### src/rtl/sweep_frame_packer_if.sv
// Stream interface from the frame packer to the host-link/serializer stage.
// The master drives data, valid and last. The slave drives ready.
interface sweep_frame_packer_if #(
   parameter int WIDTH = 8
);
   logic [WIDTH-1:0] m_data;
   logic             m_valid;
   logic             m_last;
   logic             m_ready;

   modport master (
      output m_data,
      output m_valid,
      output m_last,
      input  m_ready
   );

   modport slave (
      input  m_data,
      input  m_valid,
      input  m_last,
      output m_ready
   );
endinterface

### src/rtl/sweep_frame_packer.sv
// sweep_frame_packer: waits until the sample FIFO holds one block of
// READ_SCALAR samples, then pops the block with a single wide read.
// It sends the block as a frame: header, sequence number, the samples
// with sample 0 first, and a checksum beat that carries m_last.
// The checksum is (seq + sum of samples) mod 2^WIDTH.
// All stream outputs come straight from registers. The next-state logic
// computes what the stream will present in the next cycle.
module sweep_frame_packer #(
   parameter int               WIDTH       = 8,
   parameter int               READ_SCALAR = 10,
   parameter int               COUNT_W     = 5,
   parameter logic [WIDTH-1:0] HEADER      = 8'hA5
) (
   input  logic                           clk,
   input  logic                           reset,
   input  logic                           enable,
   input  logic [COUNT_W-1:0]             fifo_count,
   input  logic [WIDTH*READ_SCALAR-1:0]   fifo_dout,
   output logic                           fifo_rd_en,
   sweep_frame_packer_if.master           stream,
   output logic                           busy,
   output logic [15:0]                    frame_count
);

   localparam int IDX_W = (READ_SCALAR > 1) ? $clog2(READ_SCALAR) : 1;
   localparam int BUF_W = WIDTH * READ_SCALAR;
   localparam logic [IDX_W-1:0] LAST_IDX = IDX_W'(READ_SCALAR - 1);

   typedef enum logic [2:0] {
      ST_IDLE  = 3'd0,
      ST_FETCH = 3'd1,
      ST_LOAD  = 3'd2,
      ST_HDR   = 3'd3,
      ST_SEQ   = 3'd4,
      ST_DATA  = 3'd5,
      ST_CSUM  = 3'd6
   } state_t;

   // Modular checksum accumulation step.
   function automatic logic [WIDTH-1:0] csum_add(
      input logic [WIDTH-1:0] acc,
      input logic [WIDTH-1:0] sample
   );
      return acc + sample;
   endfunction

   state_t             state_r,   state_nxt_s;
   logic [WIDTH-1:0]   seq_r,     seq_nxt_s;
   logic [15:0]        fcount_r,  fcount_nxt_s;
   logic [WIDTH-1:0]   acc_r,     acc_nxt_s;
   logic [IDX_W-1:0]   idx_r,     idx_nxt_s;
   logic [BUF_W-1:0]   buf_r,     buf_nxt_s;
   logic [WIDTH-1:0]   m_data_r,  m_data_nxt_s;
   logic               m_valid_r, m_valid_nxt_s;
   logic               m_last_r,  m_last_nxt_s;
   logic               rd_en_r,   rd_en_nxt_s;
   logic               busy_r,    busy_nxt_s;
   logic               hs_s;

   // A beat transfers when the registered valid meets downstream ready.
   assign hs_s = m_valid_r & stream.m_ready;

   assign stream.m_data  = m_data_r;
   assign stream.m_valid = m_valid_r;
   assign stream.m_last  = m_last_r;
   assign fifo_rd_en     = rd_en_r;
   assign busy           = busy_r;
   assign frame_count    = fcount_r;

   // Next-state, next-output and datapath update logic.
   // The sample buffer shifts down one sample per DATA beat, so the next
   // sample is always in the lowest slice.
   always_comb begin
      state_nxt_s   = state_r;
      seq_nxt_s     = seq_r;
      fcount_nxt_s  = fcount_r;
      acc_nxt_s     = acc_r;
      idx_nxt_s     = idx_r;
      buf_nxt_s     = buf_r;
      m_data_nxt_s  = m_data_r;
      m_valid_nxt_s = m_valid_r;
      m_last_nxt_s  = m_last_r;
      rd_en_nxt_s   = 1'b0;

      case (state_r)
         ST_IDLE: begin
            if (enable && (fifo_count >= COUNT_W'(READ_SCALAR))) begin
               state_nxt_s = ST_FETCH;
               rd_en_nxt_s = 1'b1;
            end else begin
               state_nxt_s = ST_IDLE;
            end
         end
         ST_FETCH: begin
            state_nxt_s = ST_LOAD;
         end
         ST_LOAD: begin
            buf_nxt_s     = fifo_dout;
            m_data_nxt_s  = HEADER;
            m_valid_nxt_s = 1'b1;
            m_last_nxt_s  = 1'b0;
            state_nxt_s   = ST_HDR;
         end
         ST_HDR: begin
            if (hs_s) begin
               m_data_nxt_s = seq_r;
               state_nxt_s  = ST_SEQ;
            end else begin
               state_nxt_s  = ST_HDR;
            end
         end
         ST_SEQ: begin
            if (hs_s) begin
               acc_nxt_s    = seq_r;
               idx_nxt_s    = IDX_W'(0);
               m_data_nxt_s = buf_r[WIDTH-1:0];
               buf_nxt_s    = buf_r >> WIDTH;
               state_nxt_s  = ST_DATA;
            end else begin
               state_nxt_s  = ST_SEQ;
            end
         end
         ST_DATA: begin
            if (hs_s) begin
               acc_nxt_s = csum_add(acc_r, m_data_r);
               if (idx_r == LAST_IDX) begin
                  m_data_nxt_s = csum_add(acc_r, m_data_r);
                  m_last_nxt_s = 1'b1;
                  state_nxt_s  = ST_CSUM;
               end else begin
                  m_data_nxt_s = buf_r[WIDTH-1:0];
                  buf_nxt_s    = buf_r >> WIDTH;
                  idx_nxt_s    = idx_r + IDX_W'(1);
                  state_nxt_s  = ST_DATA;
               end
            end else begin
               state_nxt_s = ST_DATA;
            end
         end
         ST_CSUM: begin
            if (hs_s) begin
               m_valid_nxt_s = 1'b0;
               m_last_nxt_s  = 1'b0;
               seq_nxt_s     = seq_r + WIDTH'(1);
               fcount_nxt_s  = fcount_r + 16'd1;
               state_nxt_s   = ST_IDLE;
            end else begin
               state_nxt_s   = ST_CSUM;
            end
         end
         default: begin
            m_valid_nxt_s = 1'b0;
            m_last_nxt_s  = 1'b0;
            state_nxt_s   = ST_IDLE;
         end
      endcase

      busy_nxt_s = (state_nxt_s != ST_IDLE);
   end

   // State, datapath and registered outputs, cleared asynchronously.
   always_ff @(posedge clk or posedge reset) begin
      if (reset) begin
         state_r   <= ST_IDLE;
         seq_r     <= WIDTH'(0);
         fcount_r  <= 16'd0;
         acc_r     <= WIDTH'(0);
         idx_r     <= IDX_W'(0);
         buf_r     <= BUF_W'(0);
         m_data_r  <= WIDTH'(0);
         m_valid_r <= 1'b0;
         m_last_r  <= 1'b0;
         rd_en_r   <= 1'b0;
         busy_r    <= 1'b0;
      end else begin
         state_r   <= state_nxt_s;
         seq_r     <= seq_nxt_s;
         fcount_r  <= fcount_nxt_s;
         acc_r     <= acc_nxt_s;
         idx_r     <= idx_nxt_s;
         buf_r     <= buf_nxt_s;
         m_data_r  <= m_data_nxt_s;
         m_valid_r <= m_valid_nxt_s;
         m_last_r  <= m_last_nxt_s;
         rd_en_r   <= rd_en_nxt_s;
         busy_r    <= busy_nxt_s;
      end
   end

endmodule

### src/flat_wrapper.sv
// flat-port wrapper written by rule: the top's interface ports become plain ports
module sweep_frame_packer_flat 
#(
   parameter int               WIDTH       = 8,
   parameter int               READ_SCALAR = 10,
   parameter int               COUNT_W     = 5,
   parameter logic [WIDTH-1:0] HEADER      = 8'hA5
)
  (clk, reset, enable, fifo_count, fifo_dout, fifo_rd_en, busy, frame_count, stream_m_data, stream_m_valid, stream_m_last, stream_m_ready);
  sweep_frame_packer_if #(.WIDTH(WIDTH)) stream_i ();
  input  logic clk;
  input  logic reset;
  input  logic enable;
  input  logic [COUNT_W-1:0] fifo_count;
  input  logic [WIDTH*READ_SCALAR-1:0] fifo_dout;
  output logic fifo_rd_en;
  output logic busy;
  output logic [15:0] frame_count;
  output wire logic [$bits(stream_i.m_data)-1:0] stream_m_data;
  output wire logic [$bits(stream_i.m_valid)-1:0] stream_m_valid;
  output wire logic [$bits(stream_i.m_last)-1:0] stream_m_last;
  input wire logic [$bits(stream_i.m_ready)-1:0] stream_m_ready;
  assign stream_m_data = stream_i.m_data;
  assign stream_m_valid = stream_i.m_valid;
  assign stream_m_last = stream_i.m_last;
  assign stream_i.m_ready = stream_m_ready;
  sweep_frame_packer #(.WIDTH(WIDTH), .READ_SCALAR(READ_SCALAR), .COUNT_W(COUNT_W), .HEADER(HEADER)) u_core (.clk(clk), .reset(reset), .enable(enable), .fifo_count(fifo_count), .fifo_dout(fifo_dout), .fifo_rd_en(fifo_rd_en), .stream(stream_i), .busy(busy), .frame_count(frame_count));
endmodule
### config.mk
export PLATFORM = sky130hd
export DESIGN_NAME = sweep_frame_packer_flat
export DESIGN_NICKNAME = d
export VERILOG_FILES = /design/src/rtl/sweep_frame_packer_if.sv /design/src/rtl/sweep_frame_packer.sv /design/src/flat_wrapper.sv
export SDC_FILE = /design/constraint.sdc
export NUM_CORES = 1
export LEC_CHECK = 0
export ABC_AREA = 1
export BUFFER_PORTS_ARGS = -buffer_cell sky130_fd_sc_hd__buf_2
export CAP_MARGIN = 20
export CORE_ASPECT_RATIO = 1.1
export CORE_UTILIZATION = 55
export DETAILED_ROUTE_END_ITERATION = 8
export GPL_ROUTABILITY_DRIVEN = 0
export PLACE_DENSITY = 0.84
export SKIP_CTS_REPAIR_TIMING = 1
export SLEW_MARGIN = 10
export SYNTH_ARGS = -nofsm -noshare
export SYNTH_HDL_FRONTEND = slang
export SYNTH_SLANG_ARGS = --single-unit
### constraint.sdc
create_clock -name clk -period 5.7 [get_ports clk]
set_clock_uncertainty 0.1 [all_clocks]
set_input_delay 0.855 -clock clk [delete_from_list [all_inputs] [get_ports clk]]
set_output_delay 0.855 -clock clk [all_outputs]
set_load 0.05 [all_outputs]
* Word level (Yosys, flattened, before mapping)
Index checks and enable logic that the tools add are counted.
** Operators by class
- Add/subtract/negate cells :: 4
- $lt $le $gt $ge :: 1
- Equality and inequality tests :: 13
- Mux-type cells :: 29
- Bitwise operators :: 3
- Reductions and logical operators :: 15
** Operators by type and width (number)
- $mux 80 :: 3
- $pmux 80 s3 :: 1
- $mux 8 :: 5
- $pmux 8 s4 :: 1
- $pmux 3 s7 :: 1
- $add 16x1->16 const B :: 1
- $pmux 8 s2 :: 1
- $reduce_and 4->1 :: 4
- $mux 4 :: 3
- $ne 2x1->1 const B :: 5
- $eq 3x3->1 const B :: 3
- $add 8x1->8 const B :: 1
- $add 8x8->8 :: 1
- $pmux 4 s2 :: 1
- $mux 1 :: 7
- $eq 3x2->1 const B :: 2
- $mux 3 :: 2
- $pmux 1 s3 :: 2
- $reduce_bool 3->1 :: 2
- $ge 5x4->1 const B :: 1
- $reduce_or 5->1 :: 1
- $add 4x1->4 const B :: 1
- $eq 4x4->1 const B :: 1
- $mux 2 :: 2
- 11 further kinds :: 13
** Word-level totals
- Bits in registers :: 131
- Output and inout port bits :: 28

* Longest topological paths before layout
Gate-level depths: netlist of the first run.
- Depth in word-level cells :: 5
- Depth in mapped cells :: 10
- Gate-level depth less buffers :: 10

* Least setup slack after synthesis of the first run
OpenSTA, ideal clock, no wires.
- Path kind :: input port to flip-flop
- From :: in stream_m_ready
- To :: reg u_core.fcount_r[12], in the netlist u_core.frame_count[12]
- Setup time :: 0.126 ns
- Arrival :: 1.913 ns
- Data required time :: 5.474 ns
- Slack :: 3.561 ns
- Cell stages on the path :: 5
- Path through :: nand2_1 -> nor3_1 -> buf_2 -> nand4_1 -> xor2_1
** On the way
- Cells in the longest elaborated chain, start to end :: 2
** Ends and longest elaborated chain
- start: declaration :: RTL line flat_wrapper.sv:22 : input wire logic [$bits(stream_i.m_ready)-1:0] stream_m_ready;
- $and 1x1->1 :: RTL line sweep_frame_packer.sv:61 : assign hs_s = m_valid_r & stream.m_ready;
- $reduce_and 2->1 (no line)
- end signal: assignment :: RTL line sweep_frame_packer.sv:178 : fcount_r <= fcount_nxt_s;
- end: declaration :: RTL line sweep_frame_packer.sv:49 : logic [15:0] fcount_r, fcount_nxt_s;
Every way passes these cells.
A chain may end at the register's enable or synchronous reset.

* Worst setup path after layout of the first run
- From :: reg u_core.state_r[2]
- To :: reg u_core.buf_r[42]
** On the way
- Cells in the longest elaborated chain, start to end :: 3
- Elaborated cells on any way between the ends :: 9
- Classes of those cells :: eq/ne (6); mux (1); reduce/logical (2)
** Ends and longest elaborated chain
- start: declaration :: RTL line sweep_frame_packer.sv:47 : state_t state_r, state_nxt_s;
- start signal: assignment :: RTL line sweep_frame_packer.sv:176 : state_r <= state_nxt_s;
- $eq 3x3->1 or $eq 3x2->1 (tied branches) :: RTL line sweep_frame_packer.sv:85 : case (state_r)
- $ne 2x2->1 (no line) (tied with other cells)
- $reduce_and 4->1 (no line)
- end signal: assignment :: RTL line sweep_frame_packer.sv:181 : buf_r <= buf_nxt_s;
- end: declaration :: RTL line sweep_frame_packer.sv:52 : logic [BUF_W-1:0] buf_r, buf_nxt_s;
Several ways; a longest one is shown, not always the timed one.

==> results of run 1 <==
## stage by stage
stage,setup WS [ns],total power [mW]
after floorplan,1.25,2.90
after global placement,2.64,3.10
after detailed placement,2.59,3.17
after CTS,2.63,4.22
after global routing,2.32,4.52
final,2.66,4.20
## worst max-delay path, cell delays in order, from the launching register on
cell	delay [ns]
sky130_fd_sc_hd__dfrtp_1	0.50
sky130_fd_sc_hd__nand2_1	0.16
sky130_fd_sc_hd__nor2_4	0.25
sky130_fd_sc_hd__nand2_2	0.12
sky130_fd_sc_hd__nand2_2	0.19
sky130_fd_sc_hd__nand2_2	0.20
sky130_fd_sc_hd__nand2_4	0.43
sky130_fd_sc_hd__buf_4	0.72
sky130_fd_sc_hd__nor2_1	0.09
sky130_fd_sc_hd__a31oi_1	0.17
## layer usage
metal  wire, µm  vias to the layer above  share of wire [%]  global-route usage [%]
li1           -                     2874                  -                       -
met1       6310                     2630                 43                    33.5
met2       7170                      180                 49                    41.1
met3        863                       28                5.9                    4.58
met4        346                        0                2.4                    11.8
met5          0                        -                  0                       0
## power groups by stage
| stage | Sequential, mW | Combinational [mW] | Clock [mW] |
|---|---|---|---|
| 3_5_place_dp | 1.59 | 1.58 | 0 |
| 3_3_place_gp | 1.57 | 1.53 | 0 |
| 5_1_grt | 1.62 | 1.79 | 1.11 |
| 6_report | 1.57 | 1.58 | 1.05 |
| 2_1_floorplan | 1.71 | 1.19 | 0 |
| 4_1_cts | 1.57 | 1.59 | 1.06 |
## worst max-delay path by stage
| stage | startpoint | endpoint | slack, ns |
|---|---|---|---|
| 5_1_grt | u_core.state_r[2] | u_core.buf_r[21] | 2.32 |
| 2_1_floorplan | reset | u_core.acc_r[0] | 1.25 |
| 4_1_cts | u_core.state_r[2] | u_core.buf_r[33] | 2.63 |
| 3_3_place_gp | stream_m_ready | u_core.buf_r[50] | 2.64 |
| 6_report | u_core.state_r[2] | u_core.buf_r[42] | 2.66 |
| 3_5_place_dp | stream_m_ready | u_core.buf_r[33] | 2.59 |
## flip-flops by register name (all words and copies together), names as in the netlist, 3 cells and up
name	count
u_core.seq_r	8
u_core.acc_r	8
u_core.frame_count	16
u_core.idx_r	4
u_core.buf_r	80
u_core.state_r	3
u_core.stream.m_data	8
## placed cells by master (no fill, tap or decap), drive strengths merged, types with 8 or more instances in the layout
master and instances:
nor3 8, o21ai 12, a22oi 8, nand3 38
ha 11, a31oi 74, dfrtp 131, nand2 298
nor2 103, a21oi 8, buf 121, clkbuf 23
nand4 10, xor2 15, inv 46
## cells by family (layout without fill, tap and decap cells)
family                     after synthesis  in the layout  synth area share [%]
xor gates and xnor gates                21             21                  2.80
DFF                                    131            131                  50.0
buffers and inverters                   82            199                  6.22
adders and majority gates               12             12                  2.40
and+or+nand+nor                        460            460                  28.4
AOI/OAI and AO/OA                      108            108                  10.2
## area by class of cell
cell class | count | area (µm²)
inverters | 46 | 175
flip-flops and latches | 131 | 3280
multi-input cells | 601 | 2880
repair buffers | 121 | 641
clock inverters | 9 | 105
well taps | 150 | 188
clock buffers | 23 | 468
fillers | 995 | 3810
==> key figures, run 1 <==
Global routing
  • Wire length of the first global-routing pass: 24300 µm
  • Number of global-route vias before repair: 5160
  • Global-route usage over all layers: 25.4%
  • Pin count of the biggest net entering global routing: 92
  • Overflow after GRT: 0
  • Antenna violations before repair: 0

Clock network
  • Number of sinks on the clock net: 131
  • Maximum clock path buffer count: 2
  • Clock transition at the registers of the reported paths: 0.06 ns
  • CTS root buffer: sky130_fd_sc_hd__clkbuf_16
  • Latest clock arrival within the worst-skew pair: 0.41 ns
  • TritonCTS clock tree: yes
  • Depth of the CTS H-tree: 4
  • CTS buffer count: 17

Placed design
  • Instance area after placement: 7130 µm²
  • DP Cell Count: 1048
  • Port buffer count: 115
  • Post-detail-place hpwl: 10200 µm

Outcome
  • Run status: complete, no violations

Floorplan
  • Die W: 106 µm
  • Die footprint: 12400 µm²
  • I/O pin count: 117
  • Starting Density: 56.8%
  • Vertical extent of the die: 117 µm
  • Core Area: 11500 µm²
  • Total number of placement rows: 41

Critical path
  • Worst Setup Start Kind: flip-flop
  • R2R depth: 9
  • CP required: 5.93 ns
  • Type of element capturing the critical path: flip-flop
  • Signal arrival time at the worst endpoint: 3.27 ns
  • Reg-to-reg critical path startpoint: u_core.state_r[2]
  • Critical Setup Path Class: reg -> reg
  • Capture instance of the worst register-to-register path: u_core.buf_r[42]
  • Crit path max fanout: 91
  • FF-to-FF setup slack: 2.66 ns

Power and ir drop
  • Part of the power in registers: 37.4%
  • Pwr/cell area: 543 nW/µm²
  • Worst supply voltage drop on vdd: 0.000292 V
  • Total net switching power: 1.71 mW
  • Share of total power consumed by net switching: 40.6%
  • Power share of the combinational group: 37.6%
  • Share of power burned in the clock network: 24.9%
  • P_int: 2.50 mW
  • Leakage power total: 3.84 nW

Logic synthesis
  • Count of mapped cells out of synthesis: 814
  • FF+latch count, synth: 131
  • Count of flip-flops with a built-in enable after synthesis: 0
  • Synth cell count leaders: sky130_fd_sc_hd__nand2_1, sky130_fd_sc_hd__dfrtp_1, sky130_fd_sc_hd__nor2_1
  • Share of the yosys chip area belonging to registers: 50.0%
  • Share of synthesized flip-flops with an asynchronous set or reset: 100%
  • Number of distinct library cells after synthesis: 33
  • Area leader, netlist: sky130_fd_sc_hd__dfrtp_1
  • Cell types occupying the most area after synthesis: sky130_fd_sc_hd__dfrtp_1, sky130_fd_sc_hd__nand2_1, sky130_fd_sc_hd__a31oi_1, sky130_fd_sc_hd__nor2_1, sky130_fd_sc_hd__nand3_1
  • Post-synthesis net count: 915
  • Post-Syn Area: 6560 µm²
  • Post-Syn Area per Cell: 8.06 µm²
  • Total of warnings raised by yosys: 0
  • Top-count cell post-synth: sky130_fd_sc_hd__nand2_1
  • Most used flip-flop cell after synthesis: sky130_fd_sc_hd__dfrtp_1
  • Post-synth top area share: 50.0%

Drt
  • Mean number of vias per cell: 5.28
  • Average routed wire per standard cell: 13.6 µm
  • Count of antenna-violating nets left after detailed routing: 0
  • Post-route DRC: 0
  • Drt total wl: 14700 µm
  • Initial DRT Pass Iterations: 7
  • Number of design-rule violations left by the first detailed-router iteration: 407
  • Total number of vias: 5712

Final layout
  • Cell area after layout: 7730 µm²
  • Area Overhead vs Synth: 17.9%
  • Final net count: 1019
  • Core occupancy in the finished layout: 67.0%
  • Diodes inserted: 0
  • Share of cells above drive strength 1: 17.4%
  • Final non-filler cell total: 1081

STA
  • Unrepaired setup endpoints after global routing: false
  • Count of final hold-check violations: 0
  • Endpoints failing setup: 0
  • Final total negative setup slack: 0 ns
  • Final worst path period need: 3.04 ns
  • Slew at the pin closest to its max-slew limit: 0.787 ns
  • Number of max-slew violations in the final report: 0
  • Max frequency: 329 MHz
  • Worst rel slew slack: 47.5%
  • Worst hold slack: 0.285 ns
  • Portion of the clock cycle consumed by the worst path in the final layout: 53.3%

Flow run
  • Max Cap Violations: 0

Min path
  • Path category of the worst min-delay check: in -> async
No activity file was read; power rests on OpenSTA's default activity.
==> inputs of run 2 (changes only) <==
--- a/config.mk
+++ b/config.mk
@@ -9,10 +9,10 @@
 export BUFFER_PORTS_ARGS = -buffer_cell sky130_fd_sc_hd__buf_2
 export CAP_MARGIN = 20
 export CORE_ASPECT_RATIO = 1.1
-export CORE_UTILIZATION = 55
+export CORE_UTILIZATION = 51
 export DETAILED_ROUTE_END_ITERATION = 8
 export GPL_ROUTABILITY_DRIVEN = 0
-export PLACE_DENSITY = 0.84
+export PLACE_DENSITY = 0.82
 export SKIP_CTS_REPAIR_TIMING = 1
 export SLEW_MARGIN = 10
 export SYNTH_ARGS = -nofsm -noshare
==> constraint.sdc (replaced) <==
create_clock -name clk -period 2.6 [get_ports clk]
set_clock_uncertainty 0.1 [all_clocks]
set_input_delay 0.39 -clock clk [delete_from_list [all_inputs] [get_ports clk]]
set_output_delay 0.39 -clock clk [all_outputs]
set_load 0.05 [all_outputs]
==> key figures, run 2 (synthesis gave the netlist of run 1 again) <==
Clock network
  • Clock transition at the registers of the reported paths: 0.05 ns (about the same)
  • CTS root buffer: sky130_fd_sc_hd__clkbuf_16
  • Latest clock arrival within the worst-skew pair: 0.42 ns (about the same)
  • Maximum clock path buffer count: 2 (unchanged)
  • CTS buffer count: 17 (unchanged)
  • Number of sinks on the clock net: 131 (unchanged)
  • TritonCTS clock tree: yes
  • Depth of the CTS H-tree: 4 (unchanged)

Floorplan
  • Total number of placement rows: 43 (+4.9%)
  • Vertical extent of the die: 121 µm (+3.8%)
  • Die W: 110 µm (+3.8%)
  • Core Area: 12600 µm² (+9.1%)
  • Die footprint: 13300 µm² (+7.7%)
  • Starting Density: 52.1% (-4.7 points)
  • I/O pin count: 117 (unchanged)

Drt
  • Post-route DRC: 0 (unchanged)
  • Average routed wire per standard cell: 13.7 µm (+0.58%)
  • Mean number of vias per cell: 5.26 (-0.49%)
  • Count of antenna-violating nets left after detailed routing: 0 (unchanged)
  • Initial DRT Pass Iterations: 5 (-2)
  • Drt total wl: 15000 µm (+2.1%)
  • Total number of vias: 5768 (+0.98%)
  • Number of design-rule violations left by the first detailed-router iteration: 309 (-24%)

Critical path
  • Delay of the slowest cell on the worst path: 0.42 ns (-0.30 ns)
  • Reg-to-reg critical path startpoint: u_core.idx_r[0]
  • CP cell instances: ha_1 -> nand3_1 -> nand2_2 -> nand2_2 -> nand2_2 -> nand2_4 -> buf_12 -> nor2_1 -> a31oi_1
  • Critical path origin: u_core.idx_r[0]
  • Signal arrival time at the worst endpoint: 2.50 ns (-0.77 ns)
  • Critical Setup Path Class: reg -> reg
  • Crit path max fanout: 41 (-55%)
  • Most numerous cell on the critical path: sky130_fd_sc_hd__nand2_2
  • Worst Setup Start Kind: flip-flop
  • Type of element capturing the critical path: flip-flop
  • Library cell contributing the largest single delay on the critical path: sky130_fd_sc_hd__dfrtp_1
  • CP required: 2.83 ns (-3.10 ns)

Final layout
  • Flip-flop count of the largest register after layout: 80 (unchanged)
  • Cell area after layout: 7840 µm² (+1.4%)
  • Diodes inserted: 0 (unchanged)
  • Share of cells above drive strength 1: 18.3% (+0.90 points)
  • Register with the most flip-flops: u_core.buf_r
  • Core occupancy in the finished layout: 62.3% (-4.7 points)
  • Number of fill cells: 1136 (+14%)
  • Final net count: 1028 (+0.88%)
  • Most frequent standard cell in the layout excluding fill and tap cells: sky130_fd_sc_hd__nand2_1
  • Multi-input combinational cell area: 2880 µm² (unchanged)
  • Final non-filler cell total: 1097 (+1.5%)
  • Area Overhead vs Synth: 19.6%
  • Commonest cells after routing, fill and taps aside: sky130_fd_sc_hd__nand2_1, sky130_fd_sc_hd__dfrtp_1, sky130_fd_sc_hd__buf_2
  • Sequential Area: 3280 µm² (unchanged)

Power and ir drop
  • Leakage power total: 3.90 nW (+1.4%)
  • Worst supply voltage drop on vdd: 0.000779 V (+170%)
  • Final total power: 9.32 mW (+120%)
  • Pwr/cell area: 1190 nW/µm² (+120%)

Global routing
  • Antenna violations before repair: 0 (unchanged)
  • Overflow after GRT: 0 (unchanged)
  • Wire length of the first global-routing pass: 24800 µm (+2.1%)
  • Pin count of the biggest net entering global routing: 50 (-46%)
  • Global-route usage over all layers: 24.4% (-0.98 points)
  • Number of global-route vias before repair: 5379 (+4.2%)

Min path
  • Path category of the worst min-delay check: in -> reg
  • Hold path start: fifo_dout[72]

Placed design
  • Post-detail-place hpwl: 10700 µm (+5.3%)
  • DP Cell Count: 1064 (+1.5%)
  • Port buffer count: 115 (unchanged)
  • Instance area after placement: 7270 µm² (+2.0%)
  • Worst Setup Slack post-DPL: 0.342 ns (-2.24 ns)

STA
  • Unrepaired setup endpoints after global routing: false
  • Count of final hold-check violations: 0 (unchanged)
  • Final worst path period need: 2.27 ns (-0.774 ns)
  • Max frequency: 441 MHz (+34%)
  • Endpoints failing setup: 0 (unchanged)
  • Portion of the clock cycle consumed by the worst path in the final layout: 87.2% (+34 points)
  • Worst hold slack: 0.0753 ns (-0.210 ns)
  • Worst rel slew slack: 68.8% (+21 points)
  • Slack of the critical path: 0.333 ns (-2.33 ns)
  • Slew at the pin closest to its max-slew limit: 0.466 ns (-0.321 ns)
  • Number of max-slew violations in the final report: 0 (unchanged)
  • Final total negative setup slack: 0 ns (unchanged)

Outcome
  • Run status: complete, no violations

Flow run
  • Max Cap Violations: 0 (unchanged)
-- run 2: cell count changes in the layout (fill, tap and decap cells not counted) --
cell | previous run | this run
sky130_fd_sc_hd__buf_16 | 1 | 0
sky130_fd_sc_hd__clkbuf_1 | 4 | 2
sky130_fd_sc_hd__bufinv_16 | 2 | 1
sky130_fd_sc_hd__clkinv_2 | 3 | 6
sky130_fd_sc_hd__clkbuf_8 | 2 | 3
sky130_fd_sc_hd__buf_12 | 0 | 5
sky130_fd_sc_hd__inv_4 | 1 | 0
sky130_fd_sc_hd__buf_4 | 5 | 9
sky130_fd_sc_hd__dlygate4sd3_1 | 0 | 1
-- run 2: path summary, 6_finish.rpt --
check	endpoint	cells after the start	slack, ns
max in group asynchronous	u_core.buf_r[40]	4	1.46
min in group asynchronous	u_core.buf_r[77]	3	0.38
max reg2reg	u_core.buf_r[64]	9	0.33
min reg2reg	u_core.stream.m_last	2	0.38
min	u_core.buf_r[72]	3	0.08
max	u_core.buf_r[64]	9	0.33
-- run 2: area by class of cell --
class	instances	share of cell area (%)
sequential	131	41.8
clock buffer	22	6.05
tap	157	2.51
multi-input combinational	601	36.7
clock inverter	10	1.05
timing repair buffer	130	9.61
inverter	46	2.25
-- run 2: critical path: cells and delay by family (launching register included) --
| family | cells | cell delay, ns |
|---|---|---|
| AO/OA/AOI/OAI | 1 | 0.16 |
| AND/OR/NAND/NOR | 6 | 1.03 |
| flip-flops | 1 | 0.42 |
| buffers and inverters | 1 | 0.23 |
| adder cells (fa/ha/maj) | 1 | 0.22 |
-- run 2: power by group --
| part | total [mW] | internal [mW] | switching [mW] |
|---|---|---|---|
| Clock | 2.24 | 1.38 | 0.866 |
| Combinational | 3.62 | 1.25 | 2.37 |
| Sequential | 3.46 | 2.90 | 0.558 |
-- run 2: per-layer routing --
metal | vias up | track usage (%) | wire, µm
met5 | - | 0 | 0
met4 | 0 | 11.3 | 368
met3 | 29 | 4.67 | 660
met2 | 144 | 40.0 | 7540
met1 | 2699 | 30.9 | 6420
li1 | 2896 | - | -
